[config.mk]
export PLATFORM = sky130hd
export DESIGN_NAME = shift_ctrl
export DESIGN_NICKNAME = d
export VERILOG_FILES = /design/src/rtl/shift_ctrl.sv
export SDC_FILE = /design/constraint.sdc
export NUM_CORES = 1
export LEC_CHECK = 0
export CAP_MARGIN = 20
export CORE_MARGIN = 1
export CORE_UTILIZATION = 30
export DETAILED_ROUTE_END_ITERATION = 10
export PLACE_DENSITY = 0.47
export SLEW_MARGIN = 20
export SYNTH_ARGS = -nofsm -noshare
export SYNTH_HDL_FRONTEND = slang
export SYNTH_SLANG_ARGS = --single-unit
[constraint.sdc]
create_clock -name clock -period 2.8 [get_ports clock]
set_input_delay 0.42 -clock clock [delete_from_list [all_inputs] [get_ports clock]]
set_output_delay 0.42 -clock clock [all_outputs]
set_load 0.005 [all_outputs]
[src/rtl/shift_ctrl.sv]
// Shift-register control front-end: prescaled shift tick plus a debounced,
// tick-aligned reverse request from a raw push-button.
module shift_ctrl #(
    parameter int unsigned NB_COUNT   = 32,
    parameter int unsigned PERIOD_0   = 2**22 - 1,
    parameter int unsigned PERIOD_1   = 2**23 - 1,
    parameter int unsigned PERIOD_2   = 2**24 - 1,
    parameter int unsigned PERIOD_3   = 2**25 - 1,
    parameter int unsigned NB_DEB     = 20,
    parameter int unsigned DEB_CYCLES = 1000000
) (
    input  logic       clock,
    input  logic       i_reset,
    input  logic       i_enable,
    input  logic [1:0] i_sel,
    input  logic       i_btn,
    output logic       o_valid,
    output logic       o_reverse,
    output logic       o_btn_clean
);

    typedef enum logic [1:0] {StLow, StRise, StHigh, StFall} deb_state_e;

    localparam logic [NB_DEB:0] DEB_LAST = (NB_DEB + 1)'(DEB_CYCLES - 1);

    logic                btn_meta_q;
    logic                btn_s_q;
    deb_state_e          state_q, state_d;
    logic [NB_DEB-1:0]   deb_cnt_q, deb_cnt_d;
    logic                deb_done;
    logic                rise;
    logic [NB_COUNT-1:0] count_q, count_d;
    logic [NB_COUNT-1:0] limit;
    logic                terminal;
    logic                pending_q, pending_d;
    logic                valid_q;
    logic                reverse_q;

    // Level is accepted on the edge where the incremented count reaches DEB_CYCLES-1,
    // so the whole press-to-accept latency is 2 sync + DEB_CYCLES cycles.
    assign deb_done = ({1'b0, deb_cnt_q} + (NB_DEB + 1)'(1)) >= DEB_LAST;

    always_comb begin
        state_d   = state_q;
        deb_cnt_d = deb_cnt_q;
        rise      = 1'b0;
        unique case (state_q)
            StLow: begin
                if (btn_s_q) begin
                    deb_cnt_d = '0;
                    state_d   = StRise;
                end
            end
            StRise: begin
                if (!btn_s_q) begin
                    state_d = StLow;
                end else begin
                    deb_cnt_d = deb_cnt_q + NB_DEB'(1);
                    if (deb_done) begin
                        state_d = StHigh;
                        rise    = 1'b1;
                    end
                end
            end
            StHigh: begin
                if (!btn_s_q) begin
                    deb_cnt_d = '0;
                    state_d   = StFall;
                end
            end
            StFall: begin
                if (btn_s_q) begin
                    state_d = StHigh;
                end else begin
                    deb_cnt_d = deb_cnt_q + NB_DEB'(1);
                    if (deb_done) begin
                        state_d = StLow;
                    end
                end
            end
            default: state_d = StLow;
        endcase
    end

    always_comb begin
        limit = NB_COUNT'(PERIOD_0);
        unique case (i_sel)
            2'd0: limit = NB_COUNT'(PERIOD_0);
            2'd1: limit = NB_COUNT'(PERIOD_1);
            2'd2: limit = NB_COUNT'(PERIOD_2);
            2'd3: limit = NB_COUNT'(PERIOD_3);
            default: limit = NB_COUNT'(PERIOD_0);
        endcase
    end

    // >= so a period shrink past the current count terminates instead of wrapping.
    assign terminal = i_enable && (count_q >= limit);

    always_comb begin
        count_d   = count_q;
        pending_d = pending_q;
        if (terminal) begin
            count_d = '0;
        end else if (i_enable) begin
            count_d = count_q + NB_COUNT'(1);
        end
        // A rise on a tick cycle is consumed by that tick.
        if (terminal) begin
            pending_d = 1'b0;
        end else if (rise) begin
            pending_d = 1'b1;
        end
    end

    always_ff @(posedge clock or negedge i_reset) begin
        if (!i_reset) begin
            btn_meta_q <= 1'b0;
            btn_s_q    <= 1'b0;
            state_q    <= StLow;
            deb_cnt_q  <= '0;
            count_q    <= '0;
            pending_q  <= 1'b0;
            valid_q    <= 1'b0;
            reverse_q  <= 1'b0;
        end else begin
            btn_meta_q <= i_btn;
            btn_s_q    <= btn_meta_q;
            state_q    <= state_d;
            deb_cnt_q  <= deb_cnt_d;
            count_q    <= count_d;
            pending_q  <= pending_d;
            valid_q    <= terminal;
            reverse_q  <= terminal & (pending_q | rise);
        end
    end

    assign o_valid     = valid_q;
    assign o_reverse   = reverse_q;
    assign o_btn_clean = (state_q == StHigh) || (state_q == StFall);

endmodule
* Yosys cells after proc, flatten, opt, wreduce, memory -nomap -nowiden
Index checks and enable logic that the tools add are counted.
** Storage, ports and cells
- ROM bits :: 0
- Output and inout port bits :: 3
- Word-level logic and storage cells :: 55
- Memories :: 0
- Bits in latches :: 0
- RAM bits :: 0
- Bits in registers :: 59
- Bits of input ports :: 6
** Cells by class
- Div/mod/pow operators :: 0
- Shift-type cells :: 0
- $mul :: 0
- $add $sub $neg :: 3
- Eq/ne operators :: 12
- Bitwise logic cells :: 2
- $lt $le $gt $ge :: 2
- Mux-type cells :: 20
- Reductions and logical operators :: 8
** Operators by type and width (count)
- 32-bit one-hot mux with 4 select lines :: 1
- 20-bit two-way mux :: 4
- 20-bit one-hot mux with 4 select lines :: 1
- 32-bit two-way mux :: 2
- 32-bit by 1-bit adder with 32-bit output, second input constant :: 1
- 32-bit greater-or-equal comparator :: 1
- 20-bit by 1-bit adder with 21-bit output, second input constant :: 1
- 21-bit by 20-bit greater-or-equal comparator with 1-bit output, second input constant :: 1
- 20-bit by 1-bit adder with 20-bit output, second input constant :: 1
- 2-bit two-way mux :: 6
- 2-bit equality test, second input constant :: 4
- 2-bit != test, second input constant :: 4
- 2-bit one-hot mux with 4 select lines :: 1
- 4-bit AND reduction :: 2
- 3-bit != test, second input constant :: 2
- 1-bit two-way mux :: 5
- 2-bit by 1-bit equality test with 1-bit output, second input constant :: 2
- 2-bit zero test :: 2
- 2-bit nonzero test :: 2
- 1-bit AND :: 1
- 1-bit logical AND :: 1
- 1-bit logical OR :: 1
- 1-bit OR :: 1

* Depth between registers and ports, before layout
- Word-level depth :: 7
- Depth in mapped cells :: 9
- Gate-level depth less buffers :: 8

* Least setup slack after synthesis
OpenSTA, ideal clock, no wires.
- Path kind :: register to register
- Start point :: reg deb_cnt_q[1]
- End point :: reg with a tool-made name
- Arrival :: 2248 ps
- Data required time :: 2675 ps
- Period minus slack after synthesis :: 2373 ps
- Library setup time :: 125 ps
- Slack :: 427 ps
- Stages on the path, launching flop included :: 9
- Cell sequence :: dfrtp_1 -> ha_1 -> nand3_1 -> nor2_1 -> a32oi_1 -> o211a_1 -> a311o_1 -> a21oi_2 -> mux2_4
** RTL lines
- start, declared :: line 29 : logic [NB_DEB-1:0] deb_cnt_q, deb_cnt_d;
- start signal, assigned :: line 129 : deb_cnt_q <= deb_cnt_d;

==> metrics <==
setup violators final=0; Slew headroom=0.589; post-synthesis sequential area ratio=0.461; Synth Cell Area=3200 um2; # IOs=9; Final Hold Viols=0; CTS tree=done; HP Class=in -> async; Setup Crit Path Kind=reg -> reg; Yosys top cell by area=dfrtp_1; ANT cells=0; Syn Nets=357; Slew @ Worst Pin=616 ps; WL final=6.62 mm; Cell Rows=37; placed cells=484; Layout Cells excl Fill=500; GRT overflow=0; leak pwr=1.69 nW; ys flop type=dfrtp_1; setup slack after layout=232 ps; post-synth top area share=0.461; crit end category=register; DR vias=2,434; clock latency on the worst-skew pair=340 ps; # fillers=1,048; wire per inst=13.2 um; Yosys reg bits=59; gpl congestion=0.734; fin. max-slew vios=0; initial antenna violation count=0; Async SR Flop Fraction=1.00; share of layout cells above drive strength 1=0.102; max cap viols=0; RSZ-0062 raised after global routing=no; synth top area cells=dfrtp_1 (46%), nor2_1 (5.6%), xor2_1 (5.2%); H-tree levels=3; hold slack=76.9 ps; Worst EP arrival=2790 ps; pre-CTS setup slack=239 ps; PostCTS Resize Cnt=0; Post-DP HPWL=4.59 mm; Placement Cell Area=3470 um2; status=finished clean; initial core utilization=0.310; Max Clock Freq=0.389 GHz; core area=10,300 um2; post-synth cell types=48; final instance area=3700 um2; first-pass GRT wire length=11.8 mm; die area=11,100 um2; CP Max Fanout=7; Nets=371; Initial DRC Count=133; warnings from Yosys=0; Tot Pwr=2.01 mW; Area Overhead vs Synth=15.6%; Post-synth EDFFs=0; TritonCTS Buffers=9; Via density=4.87; root buf cell=clkbuf_8; Longest Clk Path Bufs=2; Req. time, crit path=3030 ps; I/O Buffers=8; Overall Global Routing Usage=0.136; setup_tns=0 ps; First-pass DRT Iterations=4; power density cells=543 nW/um2; Die Span Y=105 um; DRC violations left=0; vias in the first global route=2,391; Die W=105 um; fin util=0.359; Fin Clk Skew=6.98 ps; synthesized instance count=345; final cycle utilization of the critical path=0.917; most numerous cell in the Yosys netlist=dfrtp_1; Worst VDD drop=0.000274 V; Final min period=2570 ps; CTS sink count=59; hold_buf cts=0; total setup buffers inserted after CTS=0; largest net degree at the start of global routing=34; average cell area after synthesis=9.28 um2; Routed Antenna Nets=0; startpoint types=register; commonest cells in the netlist=dfrtp_1 (59), nor2_1 (48), nand2_1 (38), nand3_1 (19), xor2_1 (19); clock-pin transition on the worst setup and hold timing paths=70 ps
[layer usage]
layer / wire length, um / vias to the layer above / track usage / share of wire
met1: 3510 / 1145 / 0.190 / 0.53
met4: 95 / 0 / 0.0523 / 0.014
met5: 0 / - / 0 / 0
met3: 185 / 7 / 0.0396 / 0.028
li1: - / 1259 / - / -
met2: 2830 / 23 / 0.196 / 0.43
[cell type report]
type,count,area [um2],share of cell area
clock inverters,4,72.6,0.0196
inverters,7,26.3,0.00710
repair buffers,19,158,0.0426
multi-input cells,263,1640,0.444
clock buffers,12,155,0.0419
flip-flops and latches,59,1480,0.399
well taps,136,170,0.0460
[registers in the layout, summed over array words and instances, names as in the netlist, named ones only]
register and flops:
count_q 32, deb_cnt_q 20, btn_meta_q 1, btn_s_q 1, o_reverse 1, o_valid 1
pending_q 1, state_q 1
[critical path, cell delays in order, from the launching register on]
cell and delay, ps:
dfrtp_1 350, ha_1 250, nand3_1 230, nor2_1 400, a32oi_1 160, o211a_1 230
a311o_1 350, a21oi_2 180, mux2_4 310
[worst paths after layout]
check | from | slack (ps) | cells after the start | to
max | deb_cnt_q[0]$_DFFE_PN0P_ | 230 | 8 | register
min | i_reset | 80 | 1 | deb_cnt_q[5]$_DFFE_PN0P_
max reg2reg | deb_cnt_q[0]$_DFFE_PN0P_ | 230 | 8 | register
min reg2reg | btn_meta_q$_DFF_PN0_ | 350 | 0 | btn_s_q$_DFF_PN0_
max in group asynchronous | i_reset | 2050 | 2 | count_q[20]$_DFFE_PN0P_
min in group clock | btn_meta_q$_DFF_PN0_ | 350 | 0 | btn_s_q$_DFF_PN0_
[logic make-up after synthesis]
kind of cell             Yosys count  share of synthesized area
buffers and inverters             23                     0.0301
multiplexers                       4                     0.0145
flip-flops                        59                      0.461
AO/OA/AOI/OAI                     58                      0.127
adder cells (fa/ha/maj)            6                     0.0234
AND/OR/NAND/NOR                  165                      0.262
XOR/XNOR                          30                     0.0820
[where the power goes]
group | switching (mW) | leakage, nW | internal (mW)
Sequential | 0.0632 | 0.804 | 0.900
Clock | 0.342 | 0.113 | 0.549
Combinational | 0.0857 | 0.768 | 0.0725
[cell usage in the layout (no fill, tap or decap), drive strengths merged, types with 8 or more instances in the layout]
cell     n
a21o     8
a21oi   12
a22o    10
buf     12
clkbuf  12
dfrtp   59
nand2   38
nand3   21
nand4   11
nor2    48
nor3    15
o21ai   11
xnor2   11
xor2    19
No activity file was read; power rests on OpenSTA's default activity.
